File: src/rtl/mfp_pkg.sv
`default_nettype none
// ============================================================================
//  Module      : mfp_pkg
//  Description : Shared constants, FSM state encoding and the priority helper
//                for the MFP interrupt controller.
//  Revision    : 1.0 - initial release
// ============================================================================
package mfp_pkg;

    localparam int MFP_NCH  = 16;
    localparam int VR_S_BIT = 3;

    typedef enum logic [1:0] {
        IDLE  = 2'd0,
        VEC   = 2'd1,
        NOACK = 2'd2
    } mfp_state_t;

    // Returns {valid, index of highest set bit}; bit 15 has the highest priority.
    function automatic logic [4:0] prio16(input logic [15:0] v);
        logic [4:0] r;
        r = 5'd0;
        for (int i = 0; i < 16; i++) begin
            if (v[i]) r = {1'b1, i[3:0]};
        end
        return r;
    endfunction

endpackage
`default_nettype wire

File: src/rtl/mfp_irq_ctrl_if.sv
`default_nettype none
// ============================================================================
//  Module      : mfp_irq_ctrl_if
//  Description : Bus between the CPU/pending-register side and the MFP
//                interrupt controller.
//  Revision    : 1.0 - initial release
// ============================================================================
interface mfp_irq_ctrl_if;
    import mfp_pkg::*;

    logic [MFP_NCH-1:0] ipr;
    logic [MFP_NCH-1:0] imr;
    logic [7:0]         vr;
    logic               isr_wr;
    logic [MFP_NCH-1:0] isr_wdata;
    logic               iack;
    logic               irq_n;
    logic [7:0]         vec;
    logic               vec_valid;
    logic [MFP_NCH-1:0] ipr_clr;
    logic [MFP_NCH-1:0] isr;

    // CPU / register-file side
    modport master (
        output ipr, imr, vr, isr_wr, isr_wdata, iack,
        input  irq_n, vec, vec_valid, ipr_clr, isr
    );

    // Interrupt controller side
    modport slave (
        input  ipr, imr, vr, isr_wr, isr_wdata, iack,
        output irq_n, vec, vec_valid, ipr_clr, isr
    );

endinterface
`default_nettype wire

File: src/rtl/mfp_prio16.sv
`default_nettype none
// ============================================================================
//  Module      : mfp_prio16
//  Description : 16-to-4 highest-bit priority encoder with valid flag.
//  Revision    : 1.0 - initial release
// ============================================================================
module mfp_prio16
    import mfp_pkg::*;
(
    input  wire logic [15:0] i_req,
    output logic             o_valid,
    output logic [3:0]       o_idx
);

    logic [4:0] w_res;

    // Highest set bit wins
    always_comb begin
        w_res   = prio16(i_req);
        o_valid = w_res[4];
        o_idx   = w_res[3:0];
    end

endmodule
`default_nettype wire

File: src/rtl/mfp_irq_ctrl.sv
`default_nettype none
// ============================================================================
//  Module      : mfp_irq_ctrl
//  Description : MFP interrupt prioritisation, in-service tracking, IRQ
//                generation and IACK vector response.
//  Revision    : 1.0 - initial release
// ============================================================================
module mfp_irq_ctrl
    import mfp_pkg::*;
#(
    parameter int NCH = MFP_NCH   // only 16 is supported
) (
    input  wire logic      clk,
    input  wire logic      reset_n,
    mfp_irq_ctrl_if.slave  bus
);

    localparam logic [NCH-1:0] c_ONE = {{(NCH-1){1'b0}}, 1'b1};

    mfp_state_t       r_state;
    mfp_state_t       w_state_nxt;
    logic             r_iack_d;
    logic             r_irq_n;
    logic             w_irq_n_nxt;
    logic [7:0]       r_vec;
    logic [7:0]       w_vec_nxt;
    logic             r_vec_valid;
    logic             w_vec_valid_nxt;
    logic [NCH-1:0]   r_ipr_clr;
    logic [NCH-1:0]   w_ipr_clr_nxt;
    logic [NCH-1:0]   r_isr;
    logic [NCH-1:0]   w_isr_nxt;
    logic [NCH-1:0]   w_isr_base;
    logic [NCH-1:0]   w_set_onehot;
    logic [NCH-1:0]   w_act;
    logic [NCH-1:0]   w_hp_onehot;
    logic             w_act_valid;
    logic [3:0]       w_hp_act;
    logic             w_isr_valid;
    logic [3:0]       w_hp_isr;
    logic             w_req;
    logic             w_iack_rise;
    logic             w_s_mode;

    assign w_act       = bus.ipr & bus.imr;
    assign w_s_mode    = bus.vr[VR_S_BIT];
    assign w_iack_rise = bus.iack & ~r_iack_d;
    assign w_hp_onehot = c_ONE << w_hp_act;

    mfp_prio16 u_prio_act (
        .i_req   (w_act),
        .o_valid (w_act_valid),
        .o_idx   (w_hp_act)
    );

    mfp_prio16 u_prio_isr (
        .i_req   (r_isr),
        .o_valid (w_isr_valid),
        .o_idx   (w_hp_isr)
    );

    // A request exists only if it outranks everything currently in service
    assign w_req = w_act_valid && (!w_isr_valid || (w_hp_act > w_hp_isr));

    // Next-state and registered-output decode
    always_comb begin
        w_state_nxt     = r_state;
        w_irq_n_nxt     = 1'b1;
        w_vec_nxt       = r_vec;
        w_vec_valid_nxt = r_vec_valid;
        w_ipr_clr_nxt   = '0;
        w_set_onehot    = '0;
        case (r_state)
            IDLE: begin
                w_irq_n_nxt = ~w_req;
                if (w_iack_rise) begin
                    if (w_req) begin
                        // Channel is frozen into vec here and held through VEC
                        w_state_nxt     = VEC;
                        w_vec_nxt       = {bus.vr[7:4], w_hp_act};
                        w_vec_valid_nxt = 1'b1;
                        w_ipr_clr_nxt   = w_hp_onehot;
                        if (w_s_mode) w_set_onehot = w_hp_onehot;
                    end else begin
                        w_state_nxt = NOACK;
                    end
                end
            end
            VEC: begin
                if (!bus.iack) begin
                    w_vec_valid_nxt = 1'b0;
                    w_state_nxt     = IDLE;
                end
            end
            NOACK: begin
                if (!bus.iack) w_state_nxt = IDLE;
            end
            default: begin
                w_state_nxt     = IDLE;
                w_vec_valid_nxt = 1'b0;
            end
        endcase
    end

    // ISR update: CPU clear first, then acknowledge set so set wins;
    // automatic end-of-interrupt mode keeps the register empty
    always_comb begin
        w_isr_base = bus.isr_wr ? (r_isr & bus.isr_wdata) : r_isr;
        w_isr_nxt  = w_s_mode ? (w_isr_base | w_set_onehot) : '0;
    end

    // State and output registers
    always_ff @(posedge clk or negedge reset_n) begin
        if (!reset_n) begin
            r_state     <= IDLE;
            r_iack_d    <= 1'b0;
            r_irq_n     <= 1'b1;
            r_vec       <= 8'h00;
            r_vec_valid <= 1'b0;
            r_ipr_clr   <= '0;
            r_isr       <= '0;
        end else begin
            r_state     <= w_state_nxt;
            r_iack_d    <= bus.iack;
            r_irq_n     <= w_irq_n_nxt;
            r_vec       <= w_vec_nxt;
            r_vec_valid <= w_vec_valid_nxt;
            r_ipr_clr   <= w_ipr_clr_nxt;
            r_isr       <= w_isr_nxt;
        end
    end

    assign bus.irq_n     = r_irq_n;
    assign bus.vec       = r_vec;
    assign bus.vec_valid = r_vec_valid;
    assign bus.ipr_clr   = r_ipr_clr;
    assign bus.isr       = r_isr;

endmodule
`default_nettype wire

File: src/flat_wrapper.sv
// flat-port wrapper written by rule: the top's interface ports become plain ports
module mfp_irq_ctrl_flat import mfp_pkg::*;
#(
    parameter int NCH = MFP_NCH                          
)
  (clk, reset_n, bus_ipr, bus_imr, bus_vr, bus_isr_wr, bus_isr_wdata, bus_iack, bus_irq_n, bus_vec, bus_vec_valid, bus_ipr_clr, bus_isr);
  mfp_irq_ctrl_if bus_i ();
  input  wire logic clk;
  input  wire logic reset_n;
  input wire logic [$bits(bus_i.ipr)-1:0] bus_ipr;
  input wire logic [$bits(bus_i.imr)-1:0] bus_imr;
  input wire logic [$bits(bus_i.vr)-1:0] bus_vr;
  input wire logic [$bits(bus_i.isr_wr)-1:0] bus_isr_wr;
  input wire logic [$bits(bus_i.isr_wdata)-1:0] bus_isr_wdata;
  input wire logic [$bits(bus_i.iack)-1:0] bus_iack;
  output wire logic [$bits(bus_i.irq_n)-1:0] bus_irq_n;
  output wire logic [$bits(bus_i.vec)-1:0] bus_vec;
  output wire logic [$bits(bus_i.vec_valid)-1:0] bus_vec_valid;
  output wire logic [$bits(bus_i.ipr_clr)-1:0] bus_ipr_clr;
  output wire logic [$bits(bus_i.isr)-1:0] bus_isr;
  assign bus_i.ipr = bus_ipr;
  assign bus_i.imr = bus_imr;
  assign bus_i.vr = bus_vr;
  assign bus_i.isr_wr = bus_isr_wr;
  assign bus_i.isr_wdata = bus_isr_wdata;
  assign bus_i.iack = bus_iack;
  assign bus_irq_n = bus_i.irq_n;
  assign bus_vec = bus_i.vec;
  assign bus_vec_valid = bus_i.vec_valid;
  assign bus_ipr_clr = bus_i.ipr_clr;
  assign bus_isr = bus_i.isr;
  mfp_irq_ctrl #(.NCH(NCH)) u_core (.clk(clk), .reset_n(reset_n), .bus(bus_i));
endmodule
File: config.mk
export PLATFORM = sky130hd
export DESIGN_NAME = mfp_irq_ctrl_flat
export DESIGN_NICKNAME = d
export VERILOG_FILES = /design/src/rtl/mfp_pkg.sv /design/src/rtl/mfp_irq_ctrl_if.sv /design/src/rtl/mfp_prio16.sv /design/src/rtl/mfp_irq_ctrl.sv /design/src/flat_wrapper.sv
export SDC_FILE = /design/constraint.sdc
export NUM_CORES = 1
export LEC_CHECK = 0
export CAP_MARGIN = 20
export CORE_AREA = 10 10 86 88
export CTS_CLUSTER_SIZE = 25
export DETAILED_ROUTE_END_ITERATION = 10
export DIE_AREA = 0 0 96 98
export GPL_ROUTABILITY_DRIVEN = 0
export HOLD_SLACK_MARGIN = 0.03
export PLACE_DENSITY = 0.77
export REMOVE_ABC_BUFFERS = 1
export SLEW_MARGIN = 5
export SYNTH_ARGS = -nofsm -noshare
export SYNTH_HDL_FRONTEND = slang
export SYNTH_HIERARCHICAL = 1
export SYNTH_SLANG_ARGS = --single-unit
File: constraint.sdc
create_clock -name clk -period 3.25 [get_ports clk]
set_clock_uncertainty 0.15 [all_clocks]
set_input_delay 0.65 -clock clk [delete_from_list [all_inputs] [get_ports clk]]
set_output_delay 0.65 -clock clk [all_outputs]
set_load 0.02 [all_outputs]
* Word level (Yosys, flattened, before mapping)
Cells that the tools add are included.
** Word-level totals
- Register bits after elaboration :: 45
- Logic and storage cells :: 80
** Operators by class
- Order comparisons :: 1
- Eq/ne operators :: 6
- Shift operators :: 1
- Multiplexer cells :: 50
- Bitwise operators :: 7
- Reductions and logical operators :: 8
** Operators with widths (count)
- 5-bit 2-to-1 mux :: 32
- 16-bit 2-to-1 mux :: 9
- 16-bit bitwise AND :: 2
- 16-bit bitwise OR :: 1
- 1-bit by 4-bit << shifter with 16-bit output (first input constant) :: 1
- 2-bit 2-to-1 mux :: 3
- 4-bit > comparator :: 1
- 1-bit 2-to-1 mux :: 4
- 2-bit by 1-bit inequality test with 1-bit output (second input constant) :: 2
- 2-bit inequality test (second input constant) :: 2
- 2-bit case mux with 2 select lines :: 1
- 4-bit AND reduction :: 1
- 1-bit NOT :: 3
- 1-bit case mux with 3 select lines :: 1
- 3-bit AND reduction :: 1
- 2-bit by 1-bit == test with 1-bit output (second input constant) :: 1
- 2-bit == test (second input constant) :: 1
- 2-bit logical NOT :: 1
- 2-bit AND reduction :: 1
- 2-bit OR reduction :: 1
- 1-bit bitwise AND :: 1
- 1-bit logical AND :: 1
- 1-bit logical NOT :: 1
- 1-bit logical OR :: 1

* Longest topological paths before layout
Gate-level depths: netlist of the first run.
- Depth after elaboration :: 25
- Gate-level depth with buffers :: 12
- Mapped depth without buffers :: 11

* Cells and area by module
Netlist of the first run, hierarchy kept.
** Modules (own cells, without submodules)
- mfp_irq_ctrl :: instances 1, cells an instance 193, area each 2095.8 µm², sequential area each 1127.3 µm²
- mfp_prio16 :: instances 2, cells an instance 27, area each 158.9 µm², sequential area each 0.0 µm²

* Least setup slack after synthesis of the first run
No wires, ideal clock.
- Path kind :: input to register
- Start :: input port bus_ipr[9]
- End :: register u_core.r_vec[1], in the netlist u_core/bus.vec[1]
- Setup time :: 0.125 ns
- Arrival time :: 2.804 ns
- Required time :: 2.975 ns
- Path slack :: 0.170 ns
- Cell stages on the path :: 12
- Cells stage by stage :: and2_1 > or3b_1 > a311oi_1 > a31oi_1 > inv_1 > ha_1 > nand4_1 > o21ai_0 > a21oi_2 > nand4b_4 > buf_6 > mux2_4
** Between the ends
- Word-level cells in the longest chain between the ends :: 12
** Ends and longest elaborated chain
- start, declared :: line flat_wrapper.sv:10 : input wire logic [$bits(bus_i.ipr)-1:0] bus_ipr;
- 16-bit bitwise AND :: line mfp_irq_ctrl.sv:45 : assign w_act = bus.ipr & bus.imr;
- 5-bit 2-to-1 mux (7 in series) :: line mfp_pkg.sv:24 : if (v[i]) r = {1'b1, i[3:0]};
- named net u_core.w_hp_act[0] :: line mfp_irq_ctrl.sv:38 : logic [3:0] w_hp_act;
- 4-bit > comparator :: line mfp_irq_ctrl.sv:63 : assign w_req = w_act_valid && (!w_isr_valid || (w_hp_act > w_hp_isr));
- 1-bit logical OR :: line mfp_irq_ctrl.sv:63
- 1-bit logical AND :: line mfp_irq_ctrl.sv:63
- 3-bit AND reduction (no line)
- end signal, assigned :: line mfp_irq_ctrl.sv:126 : r_vec <= w_vec_nxt;
- end, declared :: line mfp_irq_ctrl.sv:25 : logic [7:0] r_vec;
The timed path passes the listed nets, and every way through them passes these cells.
A chain may end at the register's enable or synchronous reset.

* Worst setup path after layout of the first run
- Start :: input port bus_ipr[1]
- End :: register u_core.r_vec[4], in the netlist u_core/bus.vec[4]
** Between the ends
- Word-level cells in the longest chain between the ends :: 20
** Ends and longest elaborated chain
- 16-bit bitwise AND :: line mfp_irq_ctrl.sv:45
- named net u_core.w_act[1] :: line mfp_irq_ctrl.sv:35 : logic [NCH-1:0] w_act;
- 5-bit 2-to-1 mux (15 in series) :: line mfp_pkg.sv:24
- named net u_core.w_hp_act[0] :: line mfp_irq_ctrl.sv:38
- 4-bit > comparator :: line mfp_irq_ctrl.sv:63
- 1-bit logical OR :: line mfp_irq_ctrl.sv:63
- 1-bit logical AND :: line mfp_irq_ctrl.sv:63
- 3-bit AND reduction (no line)
The timed path passes the listed nets, and every way through them passes these cells.

==> results of run 1 <==
[power groups by stage]
stage / Clock, W / Combinational, W / Sequential [W]
global route: 0.000369 / 0.000841 / 0.000689
finish: 0.000332 / 0.000785 / 0.000679
detailed placement: 0 / 0.000661 / 0.000690
CTS: 0.000338 / 0.000741 / 0.000680
global placement: 0 / 0.000644 / 0.000687
floorplan: 0 / 0.000253 / 0.000769
[per-stage QoR]
stage	hold slack, ns	TNS, ns	instance area [um^2]
6_report	0.366	0	4080
5_1_grt	0.388	-0.882	4080
4_1_cts	0.366	0	3870
3_5_place_dp	0.348	-11.23	3580
3_3_place_gp	0.340	-8.18	3580
2_1_floorplan	0.204	-12.95	2360
[worst min-delay path by stage]
| stage | to | cells after the start |
|---|---|---|
| global route | u_core/bus.vec[4] | 1 |
| floorplan | u_core/bus.ipr_clr[0] | 0 |
| CTS | u_core/bus.vec[0] | 1 |
| finish | u_core/bus.ipr_clr[12] | 1 |
| detailed placement | u_core/bus.vec[0] | 1 |
| global placement | u_core/bus.vec_valid | 2 |
[critical path: stages]
cell	delay [ns]
sky130_fd_sc_hd__clkdlybuf4s50_1	0.46
sky130_fd_sc_hd__and2_4	0.16
sky130_fd_sc_hd__nand2b_4	0.05
sky130_fd_sc_hd__a221o_1	0.36
sky130_fd_sc_hd__a31oi_4	0.17
sky130_fd_sc_hd__inv_2	0.08
sky130_fd_sc_hd__ha_4	0.16
sky130_fd_sc_hd__nor2b_4	0.09
sky130_fd_sc_hd__o211ai_1	0.10
sky130_fd_sc_hd__a21oi_2	0.24
sky130_fd_sc_hd__nand4b_4	0.20
sky130_fd_sc_hd__buf_12	0.20
sky130_fd_sc_hd__mux2_4	0.29
[cells by family after synthesis]
logic type,after synthesis,share of synthesized area (%)
compound gates,55,15.7
fa+ha+maj,7,3.63
mux,8,4.82
flops,45,46.7
simple gates,110,25.3
buf+inv,22,3.84
[flip-flops by register name, indices dropped and copies added (netlist names)]
name	count
u_core/bus.vec_valid	1
u_core/bus.isr	16
u_core/r_state	2
u_core/r_iack_d	1
u_core/bus.ipr_clr	16
u_core/bus.vec	8
u_core/bus.irq_n	1
[layer usage]
metal  part of all wire (%)  vias up  routed length (um)
met1                     40     1187                3060
met4                    1.2        0                  95
met5                      0        -                   0
met3                    7.8        8                 599
met2                     51       90                3910
li1                       -     1148                   -
[cell type report]
cell class,instances,area [um^2]
clock buffer,6,72.6
clock inverter,2,10.0
fill,427,1660
inverter,10,37.5
multi-input combinational,180,1470
sequential,45,1130
tap,75,93.8
timing repair buffer,123,1270
[synthesized netlist by cell type, drive strengths merged]
library cell	count
a32o	3
nor3	11
a31oi	2
a21o	1
dfstp	1
o21ai	22
inv	10
or3b	2
nand2	12
and2	16
a221o	2
nand3	9
nand4	7
o211ai	17
nor4	12
buf	3
a311oi	2
o311ai	2
a211oi	1
clkbuf	9
nand2b	10
a311o	2
dfrtp	44
ha	7
a21oi	1
nand4b	3
nor2	22
nor2b	4
mux2	8
and2b	2
[cells in the final DEF, fill, tap and decap left out, types with 2 or more instances in the layout]
master and n:
sky130_fd_sc_hd__clkdlybuf4s50_1 83, sky130_fd_sc_hd__dfrtp_1 44, sky130_fd_sc_hd__nor2_1 19, sky130_fd_sc_hd__buf_4 18, sky130_fd_sc_hd__o211ai_1 17, sky130_fd_sc_hd__and2_4 14
sky130_fd_sc_hd__nand2_1 12, sky130_fd_sc_hd__o21ai_0 12, sky130_fd_sc_hd__inv_1 9, sky130_fd_sc_hd__o21ai_1 9, sky130_fd_sc_hd__nand2b_1 9, sky130_fd_sc_hd__nand3_1 9
sky130_fd_sc_hd__dlygate4sd2_1 7, sky130_fd_sc_hd__dlymetal6s2s_1 7, sky130_fd_sc_hd__nand4_1 7, sky130_fd_sc_hd__nor3_2 7, sky130_fd_sc_hd__mux2_4 7, sky130_fd_sc_hd__ha_1 6
sky130_fd_sc_hd__clkbuf_8 5, sky130_fd_sc_hd__nor4_4 5, sky130_fd_sc_hd__nor4_2 4, sky130_fd_sc_hd__buf_12 3, sky130_fd_sc_hd__nor3_1 3, sky130_fd_sc_hd__nor2b_1 3
sky130_fd_sc_hd__a32o_1 3, sky130_fd_sc_hd__nor2_4 3, sky130_fd_sc_hd__nor4_1 3, sky130_fd_sc_hd__clkinv_2 2, sky130_fd_sc_hd__buf_16 2, sky130_fd_sc_hd__and2_1 2
sky130_fd_sc_hd__a311o_1 2, sky130_fd_sc_hd__and2b_2 2, sky130_fd_sc_hd__a221o_1 2, sky130_fd_sc_hd__or3b_1 2, sky130_fd_sc_hd__nand4b_1 2
[repair_timing]
| item | in CTS | in global routing |
|---|---|---|
| gates resized for setup | 34 | 49 |
| pin swaps | 13 | 23 |
| gates cloned | 3 | 0 |
| buffers inserted | 4 | 1 |
| endpoints found under the setup margin | 11 | 42 |
==> run metrics, run 1 <==
count of vias placed by the detailed router=2433; cells on worst reg2reg path=10; Initial Utilization=42.0%; reg-to-reg startpoint=u_core/bus.isr[5]; remaining routing DRC violations=0; Critical Path Start Type=input port; number of clock buffers inserted by TritonCTS=5; library cell occupying the most area in the post-synthesis netlist=sky130_fd_sc_hd__dfrtp_1; final HPWL from detailed placement=5500 um; count of port buffers added during placement=98; number of standard-cell rows in the floorplan=28; period utilisation layout=98.4%; root buffer cell=sky130_fd_sc_hd__clkbuf_8; instance count of the mapped netlist=247; register-to-register path setup slack=0.27 ns; worst reg2reg endpoint=u_core/bus.vec[4]; pin count of the biggest net entering global routing=46; number of buffers inserted for hold repair after clock tree synthesis=0; type of the worst setup path=input port to flop; yosys synthesis warning count=6; switching share of power=33.3%; CTS tree=yes; clock net sink count=45; worst hold path type=input port to async pin; Period minus WS final=3.20 ns; signal arrival time at the worst endpoint=3.23 ns; met3 layer usage reported by global route=4.52%; GR met1 Demand/Resource=18.8%; Total Die Area=0.00941 mm^2; core box area=0.00575 mm^2; Die X-Extent=96 um; normalized max-slew margin=34.6%; Setup Viol. Count Final=0; Worst EP required=3.28 ns; final net count=432; outcome=finished clean; wire length of the first global-routing pass=11800 um; number of buffers on the longest clock path=2; Most Crowded Layer GR=met2; area grow syn2layout=69.2%; final cell count without fillers=441; routed len/inst=17.4 um; total of max-cap violations=0; count of inserted antenna diode cells=0; first-iteration detailed-routing DRC count=203; post-place setup slack=-0.387 ns; Worst-Skew Late Latency=0.29 ns; combined global-route utilization of all metal layers=15.5%; Max rail drop VDD=0.252 mV; register area share after synthesis=46.7%; fraction of layout cells with a size suffix above 1=24.0%; number of placed instances with taps included=425; critical path capture point=u_core/bus.vec[4]; Avg Inst Size Synth=9.77 um^2; relative contribution of the clock network to total power=18.5%; remaining global-route overflow=0; biggest fanout along the worst timing path=6; antenna-violating nets left=0; leakage component of the power=1.73 nW; detail-routed via count per cell=5.52; met2 Use GR=25.8%; aggregate routed wire length=7660 um; Power, Total=0.00180 W; internal power of the cells=0.00120 W; First-pass DRT Iterations=4; actual transition at the worst max-transition pin=0.981 ns; number of global-route vias before repair=2380; Netlist Area Pre-Place=0.00241 mm^2; Hold Fails Final Rpt=0; timing startpoint of the critical path=bus_ipr[1]; power spent charging and discharging nets=0.000598 W; Seq cells post-synth=45; vertical die dimension=98 um; max frequency=313 MHz; Power per Cell Area=440 mW/mm^2; crit path setup slack, layout=0.0525 ns; portion of total power attributed to combinational logic=43.7%; area fraction of the dominant cell type after synthesis=45.6%; CP endpoint kind=flop; relative contribution of sequential cells to total power=37.8%; CTS H-Tree Depth=2; initial antenna violation count=0; number of different library cells in the post-synthesis netlist=33; Max Slew Vio Count=0; num ports=102; top area cells in the synthesized netlist=sky130_fd_sc_hd__dfrtp_1 (46%), sky130_fd_sc_hd__o211ai_1 (5.3%), sky130_fd_sc_hd__o21ai_0 (4.6%), sky130_fd_sc_hd__mux2_4 (4.4%), sky130_fd_sc_hd__and2_1 (4.1%); Reg clk slew, reported paths=0.08 ns; core occupancy in the finished layout=71.1%
No activity file was read; power rests on OpenSTA's default activity.
==> inputs of run 2 (changes only) <==
- ABC_AREA: not set -> 1
- CORE_AREA: 10 10 86 88 -> 10 10 88 90
- DIE_AREA: 0 0 96 98 -> 0 0 98 100
- GPL_TIMING_DRIVEN: not set -> 0
==> run metrics, run 2 <==
relative contribution of the clock network to total power=23.1%; core box area=0.00613 mm^2; biggest fanout along the worst timing path=7; Worst-Skew Late Latency=0.29 ns; normalized max-slew margin=64.0%; number of standard-cell rows in the floorplan=29; area grow syn2layout=54.3%; adder-cell share of the synthesized area=3.37%; tightest hold margin=0.133 ns; Setup Viol. Count Final=0; Netlist Area Pre-Place=0.00260 mm^2; number of clock buffers inserted by TritonCTS=5; combined global-route utilization of all metal layers=13.8%; most frequently used cell type in the post-synthesis netlist=sky130_fd_sc_hd__nand2_1; register area share after synthesis=43.4%; num ports=102; Max rail drop VDD=0.358 mV; number of buffers inserted for hold repair after clock tree synthesis=0; number of different library cells in the post-synthesis netlist=24; Seq cells post-synth=45; critical path's slowest cell=sky130_fd_sc_hd__clkdlybuf4s50_1; library cell occupying the most area in the post-synthesis netlist=sky130_fd_sc_hd__dfrtp_1; total of max-cap violations=0; antenna-violating nets left=0; Hold Fails Final Rpt=0; share of synthesized cell area in and, or, nand and nor gates=32.2%; Power per Cell Area=448 mW/mm^2; xor/xnor share of the synthesized area=0%; clock net sink count=45; aggregate routed wire length=7390 um; Initial Utilization=42.4%; switching share of power=33.5%; CTS H-Tree Depth=2; area fraction of the dominant cell type after synthesis=42.4%; crit path buf inv count=6; number of buffers on the longest clock path=2; pin count of the biggest net entering global routing=29; Critical Path Most Common Cell=sky130_fd_sc_hd__nand2_1; CP endpoint kind=flop; Commonest cells post-synth=sky130_fd_sc_hd__nand2_1 (85), sky130_fd_sc_hd__inv_1 (66), sky130_fd_sc_hd__nor2_1 (46), sky130_fd_sc_hd__dfrtp_1 (44); commonest cells after routing, fill and taps aside=sky130_fd_sc_hd__clkdlybuf4s50_1 (88), sky130_fd_sc_hd__nand2_1 (76), sky130_fd_sc_hd__inv_1 (61), sky130_fd_sc_hd__nor2_1 (45), sky130_fd_sc_hd__dfrtp_1 (44); fraction of layout cells with a size suffix above 1=15.6%; dominant register cell in the synthesized netlist=sky130_fd_sc_hd__dfrtp_1; first-iteration detailed-routing DRC count=103; Die X-Extent=98 um; remaining global-route overflow=0; root buffer cell=sky130_fd_sc_hd__clkbuf_8; remaining routing DRC violations=0; power spent charging and discharging nets=0.000602 W; outcome=finished clean; portion of total power attributed to combinational logic=39.2%; max frequency=325 MHz; Critical Path Start Type=input port; Reg clk slew, reported paths=0.09 ns; top area cells in the synthesized netlist=sky130_fd_sc_hd__dfrtp_1 (42%), sky130_fd_sc_hd__nand2_1 (12%), sky130_fd_sc_hd__inv_1 (9.5%), sky130_fd_sc_hd__nor2_1 (6.6%), sky130_fd_sc_hd__nor2_4 (6.5%); wire length of the first global-routing pass=11400 um; initial antenna violation count=0; leakage component of the power=2.06 nW; fraction of the mapped netlist area in compound gates=7.66%; signal arrival time at the worst endpoint=3.15 ns; number of global-route vias before repair=2497; longest individual stage delay on the worst path=0.39 ns; final HPWL from detailed placement=5410 um; Worst EP required=3.32 ns; family with the most delay on the worst path=simple AND/OR/NAND/NOR gates; Total Negative Setup Slacks=0 ns; final net count=522; routed len/inst=13.9 um; First-pass DRT Iterations=4; relative contribution of sequential cells to total power=37.8%; vertical die dimension=100 um; mux contribution to synthesized area=0%; Max Slew Vio Count=0; detail-routed via count per cell=4.72; Avg Inst Size Synth=7.62 um^2; CTS tree=yes; actual transition at the worst max-transition pin=0.539 ns; commonest non-fill, non-tap cell in the layout=sky130_fd_sc_hd__clkdlybuf4s50_1; largest family of logic cells by synthesized area=simple AND/OR/NAND/NOR gates; share of flip-flops with an asynchronous set or reset after synthesis=100%; Post-synth EDFFs=0; Total Die Area=0.00980 mm^2; period utilisation layout=94.7%; type of the worst setup path=input port to flop; count of inserted antenna diode cells=0; RSZ-0062 raised after global routing=false; count of port buffers added during placement=98; instance count of the mapped netlist=341; worst hold path type=input port to async pin; Period minus WS final=3.08 ns; internal power of the cells=0.00119 W; count of vias placed by the detailed router=2516; yosys synthesis warning count=6
run 2: cell types whose count changed after synthesis, moves of 9 or more:
| cell | delta |
|---|---|
| sky130_fd_sc_hd__and2_1 | -16 |
| sky130_fd_sc_hd__inv_1 | +56 |
| sky130_fd_sc_hd__o21ai_0 | -15 |
| sky130_fd_sc_hd__o211ai_1 | -17 |
| sky130_fd_sc_hd__nor4_1 | -10 |
| sky130_fd_sc_hd__nor3_1 | -11 |
| sky130_fd_sc_hd__nor2_1 | +24 |
| sky130_fd_sc_hd__nor2_4 | +15 |
| sky130_fd_sc_hd__a21boi_0 | +16 |
| sky130_fd_sc_hd__nand4_1 | +9 |
| sky130_fd_sc_hd__nand2b_1 | -10 |
| sky130_fd_sc_hd__nand2_1 | +73 |
run 2: cell families (layout without fill, tap and decap cells):
group | Yosys count | count (layout)
AND/OR/NAND/NOR | 173 | 174
buffers and inverters | 87 | 201
flip-flops | 45 | 45
AO/OA/AOI/OAI | 29 | 29
adder cells (fa/ha/maj) | 7 | 7
run 2: final cells by class:
class | instances | area [um^2]
clock inverter | 2 | 38.8
multi-input combinational | 210 | 1190
inverter | 78 | 300
clock buffer | 6 | 72.6
sequential | 45 | 1130
fill | 527 | 2120
tap | 77 | 96.3
timing repair buffer | 115 | 1180
run 2: final timing paths:
path                                   start                end  slack [ns]  depth (start not counted)
setup / recovery                  bus_ipr[4]  u_core/bus.isr[5]        0.17                         30
hold reg to reg            u_core/bus.vec[5]  u_core/bus.vec[5]        0.34                          2
setup reg to reg           u_core/bus.isr[1]  u_core/bus.isr[5]        0.58                         27
hold / removal                       reset_n    u_core/r_iack_d        0.13                          1
max in group asynchronous            reset_n  u_core/bus.isr[8]        2.34                          2
min in group clk           u_core/bus.vec[5]  u_core/bus.vec[5]        0.34                          2
run 2: power groups by stage:
stage | Sequential, W | Clock, W | Combinational (W)
2_1_floorplan | 0.000770 | 0 | 0.000236
3_3_place_gp | 0.000684 | 0 | 0.000591
3_5_place_dp | 0.000688 | 0 | 0.000607
4_1_cts | 0.000678 | 0.000430 | 0.000659
5_1_grt | 0.000688 | 0.000448 | 0.000764
6_report | 0.000678 | 0.000414 | 0.000703
run 2: timing repair:
action,in CTS,in global routing
setup buffers,5,10
gates cloned,1,1
pin swaps,0,21
endpoints found under the setup margin,43,43
resized for setup,6,26
run 2: metal layers:
metal / up-vias / global-route usage [%] / part of all wire [%]
li1: 1261 / - / -
met1: 1180 / 14.5 / 40
met2: 67 / 25.0 / 53
met3: 8 / 4.81 / 6.2
met4: 0 / 4.70 / 1.1
met5: - / 0 / 0
run 2: through the flow:
| step | area, um^2 | power [W] | worst slack (ns) | cells | utilization, % |
|---|---|---|---|---|---|
| 3_5_place_dp | 3630 | 0.00130 | -1.28 | 508 | 59.3 |
| 6_report | 4010 | 0.00180 | 0.172 | 533 | 65.4 |
| 3_3_place_gp | 3620 | 0.00128 | -1.17 | 507 | 59.0 |
| 4_1_cts | 3850 | 0.00177 | 0.0134 | 522 | 62.7 |
| 2_1_floorplan | 2540 | 0.00101 | -0.202 | 332 | - |
| 5_1_grt | 4010 | 0.00190 | 0.0194 | 533 | 65.4 |
